## config.mk

```make
export PLATFORM = sky130hd
export DESIGN_NAME = instr_fetch_unit
export DESIGN_NICKNAME = d
export VERILOG_FILES = /design/src/rtl/fetch_pkg.sv /design/src/rtl/fetch_fifo.sv /design/src/rtl/instr_fetch_unit.sv
export SDC_FILE = /design/constraint.sdc
export NUM_CORES = 1
export LEC_CHECK = 0
export CORE_MARGIN = 4
export CORE_UTILIZATION = 50
export CTS_BUF_LIST = sky130_fd_sc_hd__clkbuf_4 sky130_fd_sc_hd__clkbuf_8 sky130_fd_sc_hd__clkbuf_16
export DETAILED_ROUTE_END_ITERATION = 6
export PLACE_DENSITY = 0.73
export SLEW_MARGIN = 20
export SYNTH_ARGS = -nofsm -noshare
export SYNTH_HDL_FRONTEND = slang
export SYNTH_SLANG_ARGS = --single-unit
```

## constraint.sdc

```tcl
create_clock -name clk -period 3.65 [get_ports clk]
set_input_delay 0.5475 -clock clk [delete_from_list [all_inputs] [get_ports clk]]
set_output_delay 0.5475 -clock clk [all_outputs]
set_load 0.02 [all_outputs]
```

## src/rtl/fetch_pkg.sv

```systemverilog
// Shared types and constants for the instruction fetch slice.
package fetch_pkg;

  typedef enum logic [1:0] {
    S_RESET = 2'd0,
    S_RUN   = 2'd1,
    S_FLUSH = 2'd2
  } fetch_state_e;

  localparam int unsigned INSTR_BYTES = 4;
  localparam logic [31:0] NOP_INSTR   = 32'h0000_0013;

  // Pointer width for a power-of-2 depth; never narrower than one bit.
  function automatic int unsigned ptr_width(input int unsigned depth);
    return (depth > 1) ? $clog2(depth) : 1;
  endfunction

  // Occupancy counters must also represent the value 'depth' itself.
  function automatic int unsigned cnt_width(input int unsigned depth);
    return $clog2(depth + 1);
  endfunction

endpackage

```

## src/rtl/fetch_fifo.sv

```systemverilog
// Show-ahead prefetch FIFO holding {pc, instr}; head is visible the cycle after its push.
module fetch_fifo
  import fetch_pkg::*;
#(
  parameter int unsigned DEPTH = 4,
  parameter int unsigned WIDTH = 64
) (
  input  logic                         clk,
  input  logic                         rst,
  input  logic                         flush,
  input  logic                         push,
  input  logic                         pop,
  input  logic [WIDTH-1:0]             wdata,
  output logic [WIDTH-1:0]             rdata,
  output logic                         full,
  output logic                         empty,
  output logic [$clog2(DEPTH+1)-1:0]   count
);

  localparam int unsigned PW = ptr_width(DEPTH);
  localparam int unsigned CW = $clog2(DEPTH + 1);

  logic [WIDTH-1:0] mem [DEPTH];
  logic [PW-1:0]    wr_ptr;
  logic [PW-1:0]    rd_ptr;
  logic             do_push;
  logic             do_pop;

  assign empty   = (count == '0);
  assign full    = (count == CW'(DEPTH));
  assign do_pop  = pop && !empty;
  // A push into a full FIFO is only accepted when the head leaves in the same cycle.
  assign do_push = push && (!full || do_pop);
  assign rdata   = mem[rd_ptr];

  always_ff @(posedge clk) begin
    if (rst || flush) begin
      wr_ptr <= '0;
      rd_ptr <= '0;
      count  <= '0;
    end else begin
      if (do_push) wr_ptr <= wr_ptr + 1'b1;
      if (do_pop)  rd_ptr <= rd_ptr + 1'b1;
      count <= count + CW'(do_push) - CW'(do_pop);
    end
  end

  always_ff @(posedge clk) begin
    if (do_push && !flush && !rst) mem[wr_ptr] <= wdata;
  end

endmodule

```

## src/rtl/instr_fetch_unit.sv

```systemverilog
// Fetch stage: PC, imem req/gnt/rvalid handling, credit-limited prefetch and redirect flush.
module instr_fetch_unit
  import fetch_pkg::*;
#(
  parameter int unsigned           BUS_WIDTH  = 32,
  parameter int unsigned           PC_WIDTH   = 32,
  parameter int unsigned           FIFO_DEPTH = 4,
  parameter logic [PC_WIDTH-1:0]   RESET_PC   = '0
) (
  input  logic                  clk,
  input  logic                  rst,
  output logic                  imem_req,
  output logic [PC_WIDTH-1:0]   imem_addr,
  input  logic                  imem_gnt,
  input  logic                  imem_rvalid,
  input  logic [BUS_WIDTH-1:0]  imem_rdata,
  input  logic                  redirect_valid,
  input  logic [PC_WIDTH-1:0]   redirect_pc,
  output logic                  instr_valid,
  output logic [BUS_WIDTH-1:0]  instr,
  output logic [PC_WIDTH-1:0]   instr_pc,
  input  logic                  next_instr
);

  localparam int unsigned        CW      = cnt_width(FIFO_DEPTH);
  localparam int unsigned        EW      = PC_WIDTH + BUS_WIDTH;
  localparam logic [CW:0]        CREDITS = (CW + 1)'(FIFO_DEPTH);
  localparam logic [PC_WIDTH-1:0] PC_STEP = PC_WIDTH'(INSTR_BYTES);
  localparam logic [PC_WIDTH-1:0] ALIGN_MASK = ~PC_WIDTH'(INSTR_BYTES - 1);

  fetch_state_e         state;
  logic [PC_WIDTH-1:0]  fetch_pc;
  logic [PC_WIDTH-1:0]  resp_pc;
  logic [PC_WIDTH-1:0]  redirect_target;
  logic [CW-1:0]        outstanding;
  logic [CW-1:0]        outstanding_nxt;
  logic [CW:0]          credit_used;
  logic                 granted;
  logic                 fifo_push;
  logic                 fifo_pop;
  logic                 fifo_full;
  logic                 fifo_empty;
  logic [CW-1:0]        fifo_count;
  logic [EW-1:0]        fifo_head;

  // Buffered words plus in-flight requests never exceed the FIFO depth,
  // so every response that arrives is guaranteed a slot.
  assign credit_used     = {1'b0, fifo_count} + {1'b0, outstanding};
  assign imem_req        = (state == S_RUN) && (credit_used < CREDITS);
  assign imem_addr       = fetch_pc;
  assign granted         = imem_req && imem_gnt;
  assign redirect_target = redirect_pc & ALIGN_MASK;

  // Same expression serves normal tracking and the stale count on redirect:
  // a same-cycle grant is still in flight, a same-cycle response is consumed.
  assign outstanding_nxt = outstanding + CW'(granted) - CW'(imem_rvalid);

  assign fifo_push = (state == S_RUN) && imem_rvalid && !redirect_valid;
  assign fifo_pop  = next_instr && !fifo_empty && !redirect_valid;

  always_ff @(posedge clk) begin
    if (rst) begin
      state       <= S_RESET;
      fetch_pc    <= RESET_PC;
      resp_pc     <= RESET_PC;
      outstanding <= '0;
    end else if (redirect_valid) begin
      fetch_pc    <= redirect_target;
      resp_pc     <= redirect_target;
      outstanding <= outstanding_nxt;
      state       <= (outstanding_nxt != '0) ? S_FLUSH : S_RUN;
    end else begin
      if (granted)   fetch_pc <= fetch_pc + PC_STEP;
      if (fifo_push) resp_pc  <= resp_pc + PC_STEP;
      outstanding <= outstanding_nxt;
      case (state)
        S_RESET: state <= S_RUN;
        S_RUN:   state <= S_RUN;
        S_FLUSH: if (outstanding_nxt == '0) state <= S_RUN;
        default: state <= S_RESET;
      endcase
    end
  end

  fetch_fifo #(
    .DEPTH (FIFO_DEPTH),
    .WIDTH (EW)
  ) u_fifo (
    .clk   (clk),
    .rst   (rst),
    .flush (redirect_valid),
    .push  (fifo_push),
    .pop   (fifo_pop),
    .wdata ({resp_pc, imem_rdata}),
    .rdata (fifo_head),
    .full  (fifo_full),
    .empty (fifo_empty),
    .count (fifo_count)
  );

  assign instr_valid = !fifo_empty;
  assign instr       = fifo_empty ? '0 : fifo_head[BUS_WIDTH-1:0];
  assign instr_pc    = fifo_empty ? '0 : fifo_head[EW-1:BUS_WIDTH];

  a_no_overflow: assert property (@(posedge clk) disable iff (rst)
    !(imem_rvalid && fifo_full));

  a_outstanding_cap: assert property (@(posedge clk) disable iff (rst)
    outstanding <= CW'(FIFO_DEPTH));

endmodule

```

==> run summary <==
P&R area growth vs syn -> 23.6%
Max Clk Rate -> 307 MHz
Tcrit/Tclk final -> 0.893
Crit Reg-Reg Endpoint -> state[0]$_SDFFE_PP0P_
CTS root buf -> clkbuf_16
Worst Path Arrival -> 2.71 ns
Ratio of cells with drive above 1 in the final layout -> 0.155
Placed insts -> 1332
Residual DRC count -> 0
Global route hottest layer -> met2
Height of the chip -> 171 um
Final Setup Violations -> 0
Most frequent cell after synthesis -> edfxtp_1
Hold slack -> 0.525 ns
Filler cells -> 1950
GR Layer Usage met2 -> 0.321
Post-CTS sizing -> 0
Final std cells w/o fill -> 1393
Max-cap violations -> 0
Initial antenna violation count -> 0
Worst Hold Class -> register to register
Largest net degree at the start of global routing -> 54
Yosys top cell area share -> 0.558
RSZ-0062 raised after global routing -> false
Met3 Use GR -> 0.0370
Async SR Flop Fraction -> 0
Fin nets -> 1117
Initial Util -> 0.511
Core Area -> 26100 um^2
Cts bufs inserted -> 34
Placer congestion estimate -> 0.813
Htree depth -> 2
Final WL -> 28200 um
Final worst slack -> 0.391 ns
Starting DRT DRC Count -> 552
Vias in the first global route -> 7931
Clock Pin Slew Worst Setup and Hold Paths -> 0.06 ns
Peak supply drop -> 0.000251 V
Status -> completed
Worst endpoint required time -> 3.10 ns
Crit Path Max Fanout -> 41
Dpl ws -> 0.445 ns
Max Root-Sink Buffers -> 3
Largest area contributor in the netlist -> edfxtp_1
Worst Skew -> 0.0120 ns
Post-Syn Area per Cell -> 15.5 um^2
Setup bufs post-CTS -> 0
Final hold vios -> 0
Setup crit end -> instr_pc[15]
Dpl hpwl -> 18000 um
Antenna diode count -> 0
Ranking of synthesized cells by area -> edfxtp_1 (56%), dfxtp_1 (11%), mux4_2 (10%)
Relative slew slack -> 0.547
Clock sinks -> 322
# rows -> 59
Clk_lat worst skew -> 0.50 ns
Worst-case reg-to-reg path depth -> 13
Sequential fraction of the synthesis area -> 0.669
PortBufs -> 161
Post-synth EDFFs -> 248
Met1 usage -> 0.265
Number of detailed-route iterations in the first pass -> 5
Die ar. -> 29400 um^2
Reg2reg setup slack -> 0.67 ns
Crit path launch type -> register
WL/cell -> 20.3 um
Worst Path Class, Setup -> register to output port
Top-Level Pins -> 168
Top FF cell, synth -> edfxtp_1
Antenna violation net count after detailed routing -> 0
PwrDens -> 478 nW/um^2
Yosys reg bits -> 322
Total grt overflow -> 0
Vias per cell -> 5.52
Setup crit end kind -> output port
TritonCTS clock tree -> done
Chip Width -> 171 um
Setup TNS -> 0 ns
LEAKAGE -> 5.39 nW
Synth Cell Area -> 13400 um^2
Yosys cell types -> 50
First-pass GRT wire length -> 44000 um
Slew @ Worst Pin -> 0.680 ns
GRT Util Overall -> 0.193
Tmin final -> 3.26 ns
Via count -> 7693
CTS Hold Bufs -> 0
Synth top cells by count -> edfxtp_1 (248), dfxtp_1 (74), nor2b_1 (63)
Reg2reg start -> u_fifo.count[2]$_SDFF_PP0_
Max-slew violation count -> 0
Synth warnings -> 0
Cells after Synth -> 859
registers in the layout, summed over array words and instances (netlist names), named ones only:
register and flops:
u_fifo.mem 248, state 2, u_fifo.wr_ptr 2, u_fifo.count 3, outstanding 3, u_fifo.rd_ptr 2
imem_addr 30, resp_pc 30
logic make-up (layout without fill, tap and decap cells):
family | Yosys count | count (layout) | synth area share
flops | 322 | 322 | 0.669
simple gates | 208 | 208 | 0.0937
compound gates | 98 | 98 | 0.0502
buf+inv | 94 | 290 | 0.0288
mux | 63 | 63 | 0.105
xor+xnor | 59 | 59 | 0.0387
fa+ha+maj | 14 | 14 | 0.0142
other cells | 1 | 4 | 0.000281
power by group:
| part | internal, mW | total (mW) | switching, mW | leakage, nW |
|---|---|---|---|---|
| Clock | 1.92 | 3.23 | 1.30 | 0.541 |
| Combinational | 0.262 | 0.529 | 0.267 | 1.98 |
| Sequential | 4.03 | 4.14 | 0.105 | 2.86 |
| Total | 6.22 | 7.89 | 1.67 | 5.39 |
layout by cell type (no fill, tap or decap), types with 12 or more instances in the layout:
cell / instances
a21oi_1: 31
edfxtp_1: 248
buf_4: 15
clkbuf_4: 15
inv_1: 46
nand2_1: 27
mux4_2: 62
nand3_1: 15
clkdlybuf4s50_1: 161
a21boi_0: 34
nand4_1: 14
xnor2_1: 38
nor2b_1: 63
xor2_1: 21
clkbuf_16: 35
nor3_1: 16
dfxtp_1: 72
ha_1: 12
nor2_1: 23
critical path: stages (launching register included):
cell	delay [ns]
dfxtp_4	0.52
buf_12	0.35
mux4_2	0.55
nor2b_1	0.17
clkdlybuf4s50_1	0.58
stage by stage:
step                       util  instance area (um^2)  power (mW)
after floorplan               -                 13400        4.47
after global placement    0.591                 15400        4.73
after detailed placement  0.591                 15400        4.74
after CTS                 0.631                 16500        7.96
after global routing      0.631                 16500        8.20
final                     0.631                 16500        7.89
worst min-delay path by stage:
stage / from / end / slack [ns] / cells past startpoint
after floorplan: resp_pc[31]$_SDFFE_PP0P_ / u_fifo.mem[0][63]$_DFFE_PP_ / 0.48 / 0
after global placement: u_fifo.wr_ptr[1]$_SDFFE_PP0N_ / u_fifo.wr_ptr[1]$_SDFFE_PP0N_ / 0.50 / 2
after detailed placement: u_fifo.wr_ptr[1]$_SDFFE_PP0N_ / u_fifo.wr_ptr[1]$_SDFFE_PP0N_ / 0.52 / 2
after CTS: u_fifo.wr_ptr[1]$_SDFFE_PP0N_ / u_fifo.wr_ptr[1]$_SDFFE_PP0N_ / 0.52 / 2
after global routing: resp_pc[18]$_SDFFE_PP0P_ / u_fifo.mem[1][50]$_DFFE_PP_ / 0.56 / 0
final: u_fifo.wr_ptr[1]$_SDFFE_PP0N_ / u_fifo.wr_ptr[1]$_SDFFE_PP0N_ / 0.53 / 2
metal layers:
metal / routed length (um) / up-vias
met4: 443 / 0
li1: - / 3568
met2: 13800 / 227
met3: 1810 / 33
met5: 0 / -
met1: 12200 / 3865
area by class of cell:
cell class	instances	area [um^2]	area share
inverter	47	176	0.0107
sequential	322	8940	0.542
tap	335	419	0.0254
clock inverter	9	43.8	0.00265
timing repair buffer	182	1840	0.112
clock buffer	52	1020	0.0616
multi-input combinational	446	4070	0.246
(Power assumes the default switching activity.)
